**src/rtl/timer_unit_pkg.sv**
```systemverilog
// Shared constants, register map and helpers for the four-channel timer unit.
package timer_unit_pkg;

    localparam int          TIMER_NUM       = 4;
    localparam int          TIMER_SEL_W     = 2;
    localparam logic [31:0] TIMER_STRIDE    = 32'h0000_0010;
    localparam logic [31:0] TIMER_BASE_ADDR = 32'h0000_4000;
    localparam logic [31:0] TIMER_END_ADDR  = TIMER_BASE_ADDR + 32'(TIMER_NUM) * TIMER_STRIDE;

    // Register offset within a channel, taken from address bits [3:2].
    typedef enum logic [1:0] {
        REG_CTRL     = 2'd0,
        REG_PRESCALE = 2'd1,
        REG_COUNT    = 2'd2,
        REG_CMP      = 2'd3
    } TimerReg_e;

    // CTRL bit positions.
    localparam int CTRL_EN_BIT     = 0;
    localparam int CTRL_AUTO_BIT   = 1;
    localparam int CTRL_IRQ_EN_BIT = 2;
    localparam int CTRL_FLAG_BIT   = 8;

    // Replace the byte lanes of old_val selected by strb with the matching lanes of wdata.
    function automatic logic [31:0] merge_bytes(
        input logic [31:0] old_val,
        input logic [31:0] wdata,
        input logic [3:0]  strb
    );
        logic [31:0] result;
        result = old_val;
        for (int b = 0; b < 4; b++) begin
            if (strb[b]) begin
                result[8*b +: 8] = wdata[8*b +: 8];
            end
        end
        return result;
    endfunction

endpackage

```
**src/rtl/timer_unit_if.sv**
```systemverilog
// LSU-side request/response bus of the timer unit.
interface timer_unit_if;

    logic        i_lsu_valid;
    logic        i_st_mem;
    logic [31:0] i_addr;
    logic [31:0] i_wdata;
    logic [3:0]  i_wstrb;
    logic [31:0] o_rdata;
    logic        o_rvalid;

    // The LSU issues requests and receives load data.
    modport master (
        output i_lsu_valid, i_st_mem, i_addr, i_wdata, i_wstrb,
        input  o_rdata, o_rvalid
    );

    // The timer unit accepts requests and returns load data.
    modport slave (
        input  i_lsu_valid, i_st_mem, i_addr, i_wdata, i_wstrb,
        output o_rdata, o_rvalid
    );

endinterface

```
**src/rtl/timer_channel.sv**
```systemverilog
// One timer channel: CTRL/PRESCALE/COUNT/CMP registers, prescaler, compare, write port and read mux.
module timer_channel
    import timer_unit_pkg::*;
(
    input  logic        i_clk,
    input  logic        i_rst,
    input  logic        i_we,
    input  TimerReg_e   i_reg,
    input  logic [31:0] i_wdata,
    input  logic [3:0]  i_wstrb,
    output logic [31:0] o_rdata,
    output logic        o_irq
);

    logic        en_q, en_d;
    logic        auto_q, auto_d;
    logic        irq_en_q, irq_en_d;
    logic        flag_q, flag_d;
    logic [15:0] prescale_q, prescale_d;
    logic [15:0] pcnt_q, pcnt_d;
    logic [31:0] count_q, count_d;
    logic [31:0] cmp_q, cmp_d;

    logic        tick;
    logic        match;
    logic [31:0] prescale_wr;

    // Next-state logic: prescaler and compare first, then a store overrides what it touches.
    // NOTE: every variable gets its default at the top of the block so no path leaves it unassigned (no latch).
    always_comb begin
        en_d       = en_q;
        auto_d     = auto_q;
        irq_en_d   = irq_en_q;
        flag_d     = flag_q;
        prescale_d = prescale_q;
        pcnt_d     = pcnt_q;
        count_d    = count_q;
        cmp_d      = cmp_q;

        tick        = en_q && (pcnt_q == prescale_q);
        match       = tick && (count_q == cmp_q);
        prescale_wr = merge_bytes({16'h0000, prescale_q}, i_wdata, i_wstrb);

        // Prescaler: counts 0..PRESCALE while enabled, parked at 0 otherwise.
        if (!en_q || tick) begin
            pcnt_d = '0;
        end else begin
            pcnt_d = pcnt_q + 16'd1;
        end

        // Tick: compare, then reload or advance (32-bit wrap is natural).
        if (match) begin
            flag_d  = 1'b1;
            count_d = auto_q ? '0 : count_q + 32'd1;
        end else if (tick) begin
            count_d = count_q + 32'd1;
        end

        if (i_we) begin
            case (i_reg)
                REG_CTRL: begin
                    if (i_wstrb[0]) begin
                        en_d     = i_wdata[CTRL_EN_BIT];
                        auto_d   = i_wdata[CTRL_AUTO_BIT];
                        irq_en_d = i_wdata[CTRL_IRQ_EN_BIT];
                        pcnt_d   = '0;
                    end
                    // Write-1-to-clear; a same-cycle compare match keeps the flag set.
                    if (i_wstrb[1] && i_wdata[CTRL_FLAG_BIT] && !match) begin
                        flag_d = 1'b0;
                    end
                end
                REG_PRESCALE: begin
                    prescale_d = prescale_wr[15:0];
                    pcnt_d     = '0;
                end
                // A store to COUNT replaces any tick update in the same cycle.
                REG_COUNT: count_d = merge_bytes(count_q, i_wdata, i_wstrb);
                REG_CMP:   cmp_d   = merge_bytes(cmp_q, i_wdata, i_wstrb);
                default:   ;
            endcase
        end
    end

    // State registers with synchronous reset.
    // NOTE: sequential state uses non-blocking (<=) so all flops update together at the edge; comb logic uses blocking (=).
    always_ff @(posedge i_clk) begin
        // NOTE: these are individual flops, not a memory array, so each one is reset explicitly.
        if (i_rst) begin
            en_q       <= 1'b0;
            auto_q     <= 1'b0;
            irq_en_q   <= 1'b0;
            flag_q     <= 1'b0;
            prescale_q <= '0;
            pcnt_q     <= '0;
            count_q    <= '0;
            cmp_q      <= '0;
        end else begin
            en_q       <= en_d;
            auto_q     <= auto_d;
            irq_en_q   <= irq_en_d;
            flag_q     <= flag_d;
            prescale_q <= prescale_d;
            pcnt_q     <= pcnt_d;
            count_q    <= count_d;
            cmp_q      <= cmp_d;
        end
    end

    // Read mux for the addressed register; unimplemented bits read as zero.
    always_comb begin
        o_rdata = '0;
        case (i_reg)
            REG_CTRL: begin
                o_rdata[CTRL_EN_BIT]     = en_q;
                o_rdata[CTRL_AUTO_BIT]   = auto_q;
                o_rdata[CTRL_IRQ_EN_BIT] = irq_en_q;
                o_rdata[CTRL_FLAG_BIT]   = flag_q;
            end
            REG_PRESCALE: o_rdata = {16'h0000, prescale_q};
            REG_COUNT:    o_rdata = count_q;
            REG_CMP:      o_rdata = cmp_q;
            default:      o_rdata = '0;
        endcase
    end

    assign o_irq = flag_q & irq_en_q;

endmodule

```
**src/rtl/timer_unit.sv**
```systemverilog
// Timer unit top: address decode, per-channel instances and the one-cycle load response register.
module timer_unit
    import timer_unit_pkg::*;
(
    input  logic                 i_clk,
    input  logic                 i_rst,
    timer_unit_if.slave          bus,
    output logic [TIMER_NUM-1:0] o_irq
);

    logic                   hit;
    logic [TIMER_SEL_W-1:0] ch_sel;
    TimerReg_e              reg_sel;
    logic [31:0]            ch_rdata [TIMER_NUM];

    logic                   rvalid_q, rvalid_d;
    logic [31:0]            rdata_q, rdata_d;

    assign hit     = bus.i_lsu_valid
                     && (bus.i_addr >= TIMER_BASE_ADDR)
                     && (bus.i_addr <  TIMER_END_ADDR);
    assign ch_sel  = bus.i_addr[5:4];
    assign reg_sel = TimerReg_e'(bus.i_addr[3:2]);

    for (genvar n = 0; n < TIMER_NUM; n++) begin : g_ch
        timer_channel u_channel (
            .i_clk   (i_clk),
            .i_rst   (i_rst),
            .i_we    (hit && bus.i_st_mem && (ch_sel == TIMER_SEL_W'(n))),
            .i_reg   (reg_sel),
            .i_wdata (bus.i_wdata),
            .i_wstrb (bus.i_wstrb),
            .o_rdata (ch_rdata[n]),
            .o_irq   (o_irq[n])
        );
    end

    // Capture the addressed register on a load hit; zero data when no load was accepted.
    always_comb begin
        rvalid_d = hit && !bus.i_st_mem;
        rdata_d  = rvalid_d ? ch_rdata[ch_sel] : '0;
    end

    // Response register; reset suppresses a load accepted in the reset cycle.
    always_ff @(posedge i_clk) begin
        if (i_rst) begin
            rvalid_q <= 1'b0;
            rdata_q  <= '0;
        end else begin
            rvalid_q <= rvalid_d;
            rdata_q  <= rdata_d;
        end
    end

    assign bus.o_rvalid = rvalid_q;
    assign bus.o_rdata  = rdata_q;

endmodule

```
**src/flat_wrapper.sv**
```systemverilog
// flat-port wrapper written by rule: the top's interface ports become plain ports
module timer_unit_flat import timer_unit_pkg::*;
  (i_clk, i_rst, o_irq, bus_i_lsu_valid, bus_i_st_mem, bus_i_addr, bus_i_wdata, bus_i_wstrb, bus_o_rdata, bus_o_rvalid);
  timer_unit_if bus_i ();
  input  logic i_clk;
  input  logic i_rst;
  output logic [TIMER_NUM-1:0] o_irq;
  input wire logic [$bits(bus_i.i_lsu_valid)-1:0] bus_i_lsu_valid;
  input wire logic [$bits(bus_i.i_st_mem)-1:0] bus_i_st_mem;
  input wire logic [$bits(bus_i.i_addr)-1:0] bus_i_addr;
  input wire logic [$bits(bus_i.i_wdata)-1:0] bus_i_wdata;
  input wire logic [$bits(bus_i.i_wstrb)-1:0] bus_i_wstrb;
  output wire logic [$bits(bus_i.o_rdata)-1:0] bus_o_rdata;
  output wire logic [$bits(bus_i.o_rvalid)-1:0] bus_o_rvalid;
  assign bus_i.i_lsu_valid = bus_i_lsu_valid;
  assign bus_i.i_st_mem = bus_i_st_mem;
  assign bus_i.i_addr = bus_i_addr;
  assign bus_i.i_wdata = bus_i_wdata;
  assign bus_i.i_wstrb = bus_i_wstrb;
  assign bus_o_rdata = bus_i.o_rdata;
  assign bus_o_rvalid = bus_i.o_rvalid;
  timer_unit u_core (.i_clk(i_clk), .i_rst(i_rst), .bus(bus_i), .o_irq(o_irq));
endmodule
```
**config.mk**
```make
export PLATFORM = sky130hd
export DESIGN_NAME = timer_unit_flat
export DESIGN_NICKNAME = d
export VERILOG_FILES = /design/src/rtl/timer_unit_pkg.sv /design/src/rtl/timer_unit_if.sv /design/src/rtl/timer_channel.sv /design/src/rtl/timer_unit.sv /design/src/flat_wrapper.sv
export SDC_FILE = /design/constraint.sdc
export NUM_CORES = 1
export LEC_CHECK = 0
export CAP_MARGIN = 5
export CELL_PAD_IN_SITES_DETAIL_PLACEMENT = 0
export CELL_PAD_IN_SITES_GLOBAL_PLACEMENT = 1
export CORE_UTILIZATION = 45
export CTS_CLUSTER_SIZE = 24
export DETAILED_ROUTE_END_ITERATION = 10
export PLACE_DENSITY = 0.89
export SYNTH_ARGS = -nofsm -noshare
export SYNTH_HDL_FRONTEND = slang
export SYNTH_SLANG_ARGS = --single-unit
```
**constraint.sdc**
```tcl
create_clock -name i_clk -period 3.3 [get_ports i_clk]
set_input_delay 0.825 -clock i_clk [delete_from_list [all_inputs] [get_ports i_clk]]
set_output_delay 0.825 -clock i_clk [all_outputs]
set_load 0.1 [all_outputs]
```
# Word level (Yosys, flattened, before mapping)
# Index checks and enable logic that the tools add are counted.
# W data, S select, Z words.
[totals]
regBits = 433
in_bits = 72
output_inout_bits = 37
[classes]
addsub = 8
n_lt_le_gt_ge = 3
eq_ne = 30
muxes = 75
bitwise = 6
n_reduce_logical = 65
[ops]
columns = ["op", "n"]
rows = [
  ["$mux W32", 22],
  ["$pmux W23 S3", 4],
  ["$mux W16", 12],
  ["$add A32 B1 Y32 const B", 4],
  ["$eq A32 B32 Y1", 4],
  ["$pmux W16 S2", 4],
  ["$reduce_and A3 Y1", 28],
  ["$add A16 B1 Y16 const B", 4],
  ["$bmux W32 S2", 1],
  ["$eq A16 B16 Y1", 4],
  ["$pmux W5 S3", 4],
  ["$ne A3 B3 Y1 const B", 16],
  ["$pmux W3 S4", 4],
  ["$ge A32 B15 Y1 const B", 1],
  ["$lt A32 B15 Y1 const B", 1],
  ["$mux W8", 4],
  ["$logic_and A1 B1 Y1", 21],
  ["$mux W1", 16],
  ["$pmux W1 S4", 4],
  ["$logic_not A1 Y1", 9],
  ["$eq A2 B2 Y1 const B", 4],
  ["$and A1 B1 Y1", 4],
  ["$eq A2 B1 Y1 const B", 2],
  ["$logic_not A2 Y1", 2],
  ["other kinds (5)", 8],
]

# Depth between registers and ports, before layout
# Gate-level depths: netlist of the first run.
[logic_depth]
depth_word = 8
ltp_mapped = 10

# Hierarchy
# A second synthesis of the first run with hierarchy kept.
[hier_totals]
hier_cells = 3397
area_unflattened_um2 = 28328.4
[modules_own_cells]
columns = ["module", "instances", "cells_per_inst", "area_per_inst_um2", "seq_area_each_um2"]
rows = [
  ["timer_channel", 4, 816, 6561.3, 2001.9],
  ["timer_unit", 1, 133, 2083.2, 660.6],
]

# Worst setup path before layout of the first run
# OpenSTA, ideal clock, no wires.
[synth_timing]
kind = "input-to-reg"
startpoint = "input port bus_i_addr[21]"
endpoint = "register u_core.g_ch[3].u_channel.count_q[16]"
setup_ns = 0.132
t_arrival_ns = 2.916
t_required_ns = 3.168
setup_slack_ns = 0.252
path_stages = 9
n_path_buf = 2
cell_sequence = "nor4_2 nand4_2 or4_1 buf_6 nor3_4 a21oi_4 buf_2 a22oi_1 nor3_1"
[synth_between]
elab_chain_cells = 6
elab_cells_between_ends = 8
classes_between = "order compare: 2; eq/ne: 1; mux: 1; reduce/logical: 4"
[synth_lines]
columns = ["element", "line", "rtl"]
rows = [
  ["start, declared", "flat_wrapper.sv:10", "input wire logic [$bits(bus_i.i_addr)-1:0] bus_i_addr;"],
  ["$ge A32 B15 Y1", "timer_unit.sv:20", "&& (bus.i_addr >= TIMER_BASE_ADDR)"],
  ["$logic_and A1 B1 Y1", "timer_unit.sv:20", ""],
  ["$logic_and A1 B1 Y1 (*)", "timer_unit.sv:21", "&& (bus.i_addr < TIMER_END_ADDR);"],
  ["$logic_and A1 B1 Y1 (*) (2 in a row)", "timer_unit.sv:29", ".i_we (hit && bus.i_st_mem && (ch_sel == TIMER_SEL_W'(n))),"],
  ["$ne A3 B3 Y1 (no source line) / $mux W32 (equally long branches)", "-", ""],
  ["end signal, assigned", "timer_channel.sv:105", "count_q <= count_d;"],
  ["end, declared", "timer_channel.sv:21", "logic [31:0] count_q, count_d;"],
]
# Every way passes the cells marked *; elsewhere a longest branch is shown, timed or not.
# A chain may end at the register's enable or synchronous reset.

# Worst setup path in the final report of the first run
[layout_timing]
startpoint = "input port bus_i_addr[22]"
endpoint = "register u_core.g_ch[2].u_channel.count_q[30]"
[layout_between]
elab_chain_cells = 6
elab_cells_between_ends = 8
classes_between = "order compare: 2; eq/ne: 1; mux: 1; reduce/logical: 4"
[layout_lines]
columns = ["element", "line"]
rows = [
  ["$ge A32 B15 Y1", "timer_unit.sv:20"],
  ["$logic_and A1 B1 Y1", "timer_unit.sv:20"],
  ["$logic_and A1 B1 Y1 (*)", "timer_unit.sv:21"],
  ["$logic_and A1 B1 Y1 (*) (2 in a row)", "timer_unit.sv:29"],
  ["$ne A3 B3 Y1 (no source line) / $mux W32 (equally long branches)", "-"],
  ["end signal, assigned", "timer_channel.sv:105"],
  ["end, declared", "timer_channel.sv:21"],
]
# Marked as above.

==> results of run 1 <==
==> critical path: stages <==
cell	delay [ps]
clkdlybuf4s50_1	420
nor4b_2	390
nand4_2	150
or4_1	580
buf_4	210
buf_12	140
nor2_1	110
buf_4	210
nand2_1	180
buf_4	220
o41ai_1	60
o21a_1	150
==> how the worst max path moves through the flow <==
stage	to	slack, ps	cells after the start
2_1_floorplan	u_core.g_ch[3].u_channel.count_q[16]	250	9
3_3_place_gp	u_core.g_ch[2].u_channel.prescale_q[7]	-340	12
3_5_place_dp	u_core.g_ch[2].u_channel.cmp_q[31]	-400	11
4_1_cts	u_core.g_ch[2].u_channel.count_q[30]	210	12
5_1_grt	u_core.g_ch[1].u_channel.count_q[25]	40	10
6_report	u_core.g_ch[2].u_channel.count_q[30]	190	12
==> layer usage <==
layer  wire length (um)  up-vias  GRT usage [%]
met5                  0        -              0
met4               5789        0          18.59
met3              10450      275          7.161
met2              47000     1384          56.69
met1              41730    12380          47.03
li1                   -    11750              -
==> kinds of logic (layout without fill, tap and decap cells) <==
| kind of cell | after synthesis | in the layout | synth area share, % |
|---|---|---|---|
| compound gates | 748 | 748 | 18.78 |
| mux | 152 | 152 | 7.410 |
| other cells | 0 | 4 | 0 |
| xor+xnor | 280 | 280 | 9.780 |
| flops | 433 | 433 | 34.57 |
| buf+inv | 287 | 482 | 4.576 |
| fa+ha+maj | 8 | 8 | 0.3992 |
| simple gates | 1307 | 1307 | 24.49 |
==> registers in the layout (all words and copies together), names as in the netlist <==
signal and count:
u_core.g_ch.u_channel.cmp_q 128, u_core.g_ch.u_channel.count_q 128, u_core.g_ch.u_channel.pcnt_q 64, u_core.g_ch.u_channel.prescale_q 64, u_core.bus.o_rdata 32, u_core.g_ch.u_channel.auto_q 4, u_core.g_ch.u_channel.en_q 4, u_core.g_ch.u_channel.flag_q 4
u_core.g_ch.u_channel.irq_en_q 4, u_core.bus.o_rvalid 1
==> synthesized netlist by cell type, types with 38 or more instances <==
master,number,area (um^2)
nand2_1,581,2181
dfxtp_1,433,8668
a21oi_1,304,1521
nor2_1,221,829.6
clkbuf_1,201,754.5
xor2_1,187,1638
nand3_1,116,580.6
o21ai_0,97,485.5
xnor2_1,93,814.5
a211oi_1,83,623.1
mux2i_1,72,720.7
nand4_1,68,425.4
a221oi_1,67,586.8
nor3_1,61,305.3
nor4_1,60,375.4
mux2_2,59,664.4
and3_1,51,319.1
a31oi_1,41,256.5
inv_1,38,142.6
==> per-stage QoR <==
| stage | worst slack, ps | util, % | setup TNS (ps) | hold slack, ps |
|---|---|---|---|---|
| after global routing | 42.07 | 54.04 | 0 | 489.0 |
| after detailed placement | -404.5 | 50.92 | -86900 | 457.9 |
| after floorplan | 252.0 | - | 0 | 437.4 |
| final | 189.5 | 54.06 | 0 | 467.6 |
| after CTS | 211.3 | 54.04 | 0 | 466.0 |
| after global placement | -339.2 | 50.92 | -73770 | 454.8 |
==> cell type report <==
type	instances	area [um^2]
Fill cell	5192	25310
Inverter	38	142.6
Timing Repair Buffer	351	3023
Clock inverter	21	256.5
Clock buffer	72	1466
Sequential cell	433	8668
Multi-Input combinational cell	2495	15280
Antenna cell	4	10.01
Tap cell	748	935.9
==> placed cells by master, fill, tap and decap left out, types with 11 or more instances in the layout <==
master and count:
o22ai_1 17, nor3_1 60, a22o_1 26, a21oi_1 304, nor2_1 221, nand3_1 116, inv_1 38, mux2i_1 72
nand2_1 581, a211oi_1 83, buf_12 18, xor2_1 187, a22oi_1 30, a31oi_1 41, and2_1 29, o21ai_0 97
mux4_2 21, a221oi_1 67, and4_1 12, nand2b_1 24, o21a_1 13, dfxtp_1 433, clkdlybuf4s50_1 64, nand4_1 68
xnor2_1 93, clkbuf_16 52, buf_4 266, clkbuf_1 11, mux2_2 59, a21o_1 11, and3_1 51, nor2b_1 25
nor4_1 60
==> power breakdown <==
part           total [mW]  switching, mW  leakage [nW]  internal, mW
clock network        5.90           2.42         0.844          3.48
logic               0.765          0.531          6.76         0.234
registers            5.23  0.00000000207          3.49          5.23
total                11.9           2.95          11.1          8.94
==> results by group, run 1 <==
Route
  – DRC violation count after routing: 0
  – Vias: 25.79k
  – Post-DR vias/cell: 6.196
  – Antenna-violating nets left: 0
  – Wirelength per Cell: 25.22 um
  – Final wirelength: 105000 um
  – DRT iter0 DRCs: 3084
  – Drt first pass iters: 6

Timing
  – Worst-Margin Slew: 1014 ps
  – Slew Limit Fails: 0
  – Slew HR: 31.80%
  – FMAX: 0.3215 GHz
  – Setup violators final: 0
  – Period utilization: 94.26%
  – Final hold violations: 0
  – Crit path time final: 3110 ps
  – Clock skew: 28.26 ps
  – RSZ-0062 raised after global routing: false

Finish
  – Area Growth Syn to Fin: 18.78%
  – Share of layout cells above drive strength 1: 14.22%
  – Post-layout instance area: 29780 um^2
  – Final nets: 3450
  – Fin cells: 4162

Min path
  – Worst Hold End: u_core.g_ch[3].u_channel.irq_en_q
  – HP Start: u_core.g_ch[3].u_channel.irq_en_q
  – Worst Hold Class: register to register
  – Hold path cells: 2

Critical path
  – Critical Path Sink Type: register
  – Setup Crit Path Kind: input pin to register
  – First element of the critical path: bus_i_addr[22]
  – Worst endpoint required time: 3850 ps
  – Worst r2r dst: u_core.g_ch[3].u_channel.count_q[23]
  – Worst-path fanout max: 7
  – CP arrival: 3660 ps
  – Worst R2R Setup Slack: 400 ps
  – Worst R2R Start: u_core.g_ch[3].u_channel.cmp_q[11]
  – Element type at the critical path start: input pin
  – Depth of the worst register-to-register path: 8

Logic synthesis
  – Mapped Area: 25070 um^2
  – Synth Warn #: 0
  – Library cells used by synthesis: 71
  – Net Count, Synth: 3295
  – Mapped Cells: 3215
  – Post-synthesis sequential area ratio: 34.57%
  – Top FF cell, synth: dfxtp_1
  – EDFF count, synth: 0
  – Synth async-reset ratio: 0%
  – Mean Syn Cell Area: 7.799 um^2
  – Seq cells post-synth: 433

Power
  – Total power: 11.89 mW
  – Max rail drop VDD: 0.4212 mV
  – P per Cell Area: 399.3 nW/um^2
  – P_leak: 11.09 nW

Die
  – Die Y: 238.1 um
  – Die width: 238.1 um
  – Initial cell density of the core: 45.51%
  – Row Count: 86
  – Die area: 56670 um^2
  – # IOs: 109
  – Core Footprint: 55090 um^2

Clock network
  – CTS tree: done
  – Number of cells upsized or downsized after cts: 0
  – CTS hold repair buffers: 0
  – Reg clk slew, reported paths: 60 ps
  – Max Root-Sink Buffers: 3
  – CTS root buf: clkbuf_16
  – Clk sinks: 433
  – CTS Buf Count: 51
  – H-tree Lvls: 2
  – Post-CTS setup buffers: 0
  – Worst skew pair latency: 620 ps

Global routing
  – Largest net degree at the start of global routing: 138
  – Initial antenna violation count: 4
  – Vias in the first global route: 24.23k
  – Grt ovf: 0
  – GRT Total Usage: 36.13%
  – First-pass GRT wire length: 153500 um

Placed design
  – DP Cell Count: 4065
  – Post-DP HPWL: 77440 um
  – Placed instance area: 28050 um^2
  – Port-buffer cells: 106
  – RD Place Congestion: 1.022

Outcome
  – Outcome: finished, final reports clean

Flow run
  – MaxCap Viol Count: 0
No activity file was read; power rests on OpenSTA's default activity.
==> run 2, diff against run 1 <==
--- a/config.mk
+++ b/config.mk
@@ -11,2 +11,3 @@
 export CORE_UTILIZATION = 45
+export CTS_CLUSTER_DIAMETER = 100
 export CTS_CLUSTER_SIZE = 24
==> constraint.sdc (replaced) <==
create_clock -name i_clk -period 3.3 [get_ports i_clk]
set_input_delay 0.99 -clock i_clk [delete_from_list [all_inputs] [get_ports i_clk]]
set_output_delay 0.99 -clock i_clk [all_outputs]
set_load 0.1 [all_outputs]
==> run 2 against run 1 <==
Effect of this change: maximum frequency shrank 3.1%; final area shrank 2.7%; non-clock buffer count is 22 higher; total power shrank 20%; largest cell class unchanged; sequential power is essentially flat; via count rose by 0.24%.
==> results by group, run 2 (synthesis gave the netlist of run 1 again) <==
Critical path
  – CP arrival: 3760 ps (was 3660 ps)
  – Worst R2R Setup Slack: 520 ps (was 400 ps)
  – Worst endpoint required time: 3850 ps (about the same)
  – Setup Crit Path Kind: input pin to register (unchanged)
  – Element type at the critical path start: input pin (unchanged)
  – Critical Path Sink Type: register (unchanged)
  – Worst-path fanout max: 7 (unchanged)

Route
  – Post-DR vias/cell: 6.270 (was 6.196)
  – Final wirelength: 102100 um (was 105000 um)
  – Wirelength per Cell: 24.77 um (was 25.22 um)
  – DRT iter0 DRCs: 3072 (was 3084)
  – Drt first pass iters: 10 (was 6)
  – Antenna-violating nets left: 0 (unchanged)
  – DRC violation count after routing: 0 (unchanged)
  – Vias: 25.85k (was 25.79k)

Timing
  – Worst-Margin Slew: 964.8 ps (was 1014 ps)
  – Hold_ws: 484.9 ps (was 467.6 ps)
  – Slew Limit Fails: 0 (unchanged)
  – Final hold violations: 0 (unchanged)
  – Setup violators final: 0 (unchanged)
  – Clock skew: 27.06 ps (was 28.26 ps)
  – RSZ-0062 raised after global routing: false (unchanged)
  – Slew HR: 35.55% (was 31.80%)
  – Crit path time final: 3209 ps (was 3110 ps)
  – Setup TNS: 0 ps (unchanged)
  – FMAX: 0.3117 GHz (was 0.3215 GHz)
  – Period utilization: 97.23% (was 94.26%)

Finish
  – Area of the multi-input gates: 15320 um^2 (was 15280 um^2)
  – Commonest non-fill, non-tap cell in the layout: nand2_1 (unchanged)
  – Post-layout instance area: 28970 um^2 (was 29780 um^2)
  – Fillers: 5428 (was 5192)
  – Largest regs: u_core.g_ch.u_channel.cmp_q (128), u_core.g_ch.u_channel.count_q (128) (unchanged)
  – Area Growth Syn to Fin: 15.52% (was 18.78%)
  – Share of layout cells above drive strength 1: 13.78% (was 14.22%)
  – Register Area: 8668 um^2 (unchanged)
  – Final nets: 3446 (was 3450)
  – Commonest non-fill, non-tap cells in the layout: 579 x nand2_1, 433 x dfxtp_1, 304 x a21oi_1 (was 581 x nand2_1, 433 x dfxtp_1, 304 x a21oi_1)

Placed design
  – Placed instance area: 28180 um^2 (was 28050 um^2)
  – Post-DP HPWL: 76620 um (was 77440 um)
  – Port-buffer cells: 106 (unchanged)
  – RD Place Congestion: 1.058 (was 1.022)

Clock network
  – Reg clk slew, reported paths: 100 ps (was 60 ps)
  – Clk sinks: 433 (unchanged)
  – CTS tree: done (unchanged)
  – Post-CTS setup buffers: 0 (unchanged)
  – CTS Buf Count: 25 (was 51)
  – Max Root-Sink Buffers: 3 (unchanged)
  – H-tree Lvls: 1 (was 2)
  – Worst skew pair latency: 600 ps (was 620 ps)
  – CTS hold repair buffers: 0 (unchanged)
  – CTS root buf: clkbuf_16 (unchanged)

Die
  – Row Count: 86 (unchanged)
  – # IOs: 109 (unchanged)
  – Die Y: 238.1 um (unchanged)
  – Die width: 238.1 um (unchanged)
  – Core Footprint: 55090 um^2 (unchanged)
  – Initial cell density of the core: 45.51% (unchanged)
  – Die area: 56670 um^2 (unchanged)

Global routing
  – Grt ovf: 0 (unchanged)
  – Largest net degree at the start of global routing: 94 (was 138)
  – First-pass GRT wire length: 151300 um (was 153500 um)
  – GRT Total Usage: 35.21% (was 36.13%)
  – Vias in the first global route: 24.07k (was 24.23k)
  – Initial antenna violation count: 3 (was 4)

Power
  – Total power: 9.462 mW (was 11.89 mW)
  – Max rail drop VDD: 0.3400 mV (was 0.4212 mV)
  – P per Cell Area: 326.7 nW/um^2 (was 399.3 nW/um^2)
  – P_leak: 10.70 nW (was 11.09 nW)

Min path
  – Worst Hold Class: register to register (unchanged)

Flow run
  – MaxCap Viol Count: 0 (unchanged)

Outcome
  – Outcome: finished, final reports clean (unchanged)
## run 2: changes by cell type in the layout (fill, tap and decap cells not counted), moves of 3 or more
cell / delta
buf_12: -3
buf_4: +25
bufinv_16: -5
clkbuf_1: -10
clkbuf_16: -27
clkbuf_8: -9
clkinv_2: -9
diode_2: -3
## run 2: area by class of cell
type / instances / area share, %
timing repair buffer: 373 / 10.88
multi-input combinational: 2495 / 52.90
antenna: 1 / 0.008639
inverter: 38 / 0.4924
sequential: 433 / 29.93
clock inverter: 9 / 0.3974
tap: 748 / 3.231
clock buffer: 26 / 2.173
## run 2: final timing paths
| kind | start | to | cells after the start |
|---|---|---|---|
| max | bus_i_addr[18] | u_core.g_ch[2].u_channel.count_q[28] | 13 |
| min | u_core.g_ch[0].u_channel.cmp_q[14] | u_core.g_ch[0].u_channel.cmp_q[14] | 2 |
| max reg2reg | u_core.g_ch[2].u_channel.count_q[18] | u_core.g_ch[2].u_channel.count_q[3] | 9 |
| min reg2reg | u_core.g_ch[0].u_channel.cmp_q[14] | u_core.g_ch[0].u_channel.cmp_q[14] | 2 |
## run 2: where the power goes
| part | switching [mW] | total [mW] | leakage [nW] | internal (mW) |
|---|---|---|---|---|
| combinational | 0.517 | 0.762 | 6.86 | 0.245 |
| sequential | 0.00000000221 | 5.22 | 3.49 | 5.22 |
| clock | 2.04 | 3.48 | 0.361 | 1.44 |
| total | 2.55 | 9.46 | 10.7 | 6.91 |
## run 2: worst max-delay path, stage by stage
cell	delay, ps
clkdlybuf4s50_1	420
nor4_2	340
buf_4	180
nand2_1	60
or4_1	480
buf_4	210
buf_4	170
nor2_2	140
buf_4	190
nand2_1	150
buf_4	210
o41ai_1	70
o21a_1	150
## run 2: layer usage
layer	vias to the layer above	part of all wire [%]	wire [um]	global-route usage (%)
li1	11700	-	-	-
met1	12440	40	41030	46.82
met2	1449	44	44680	54.66
met3	268	9.9	10160	5.981
met4	2	6.1	6246	18.40
met5	-	0.013	13	0
## run 2: what timing repair did
item | 4_1_cts | 5_1_grt
gates resized for setup | 0 | 8
endpoints found under the setup margin | 0 | 60
hold endpoints to repair | 0 | 0
## run 2: metrics by stage
step                setup slack (ps)  utilization [%]  cells
finish                         91.31            52.58   4123
global route                   30.98            52.57   4122
CTS                            14.23            52.50   4122
detailed placement            -582.4            51.15   4087
global placement              -613.7            51.15   4087
floorplan                      86.98                -   3215
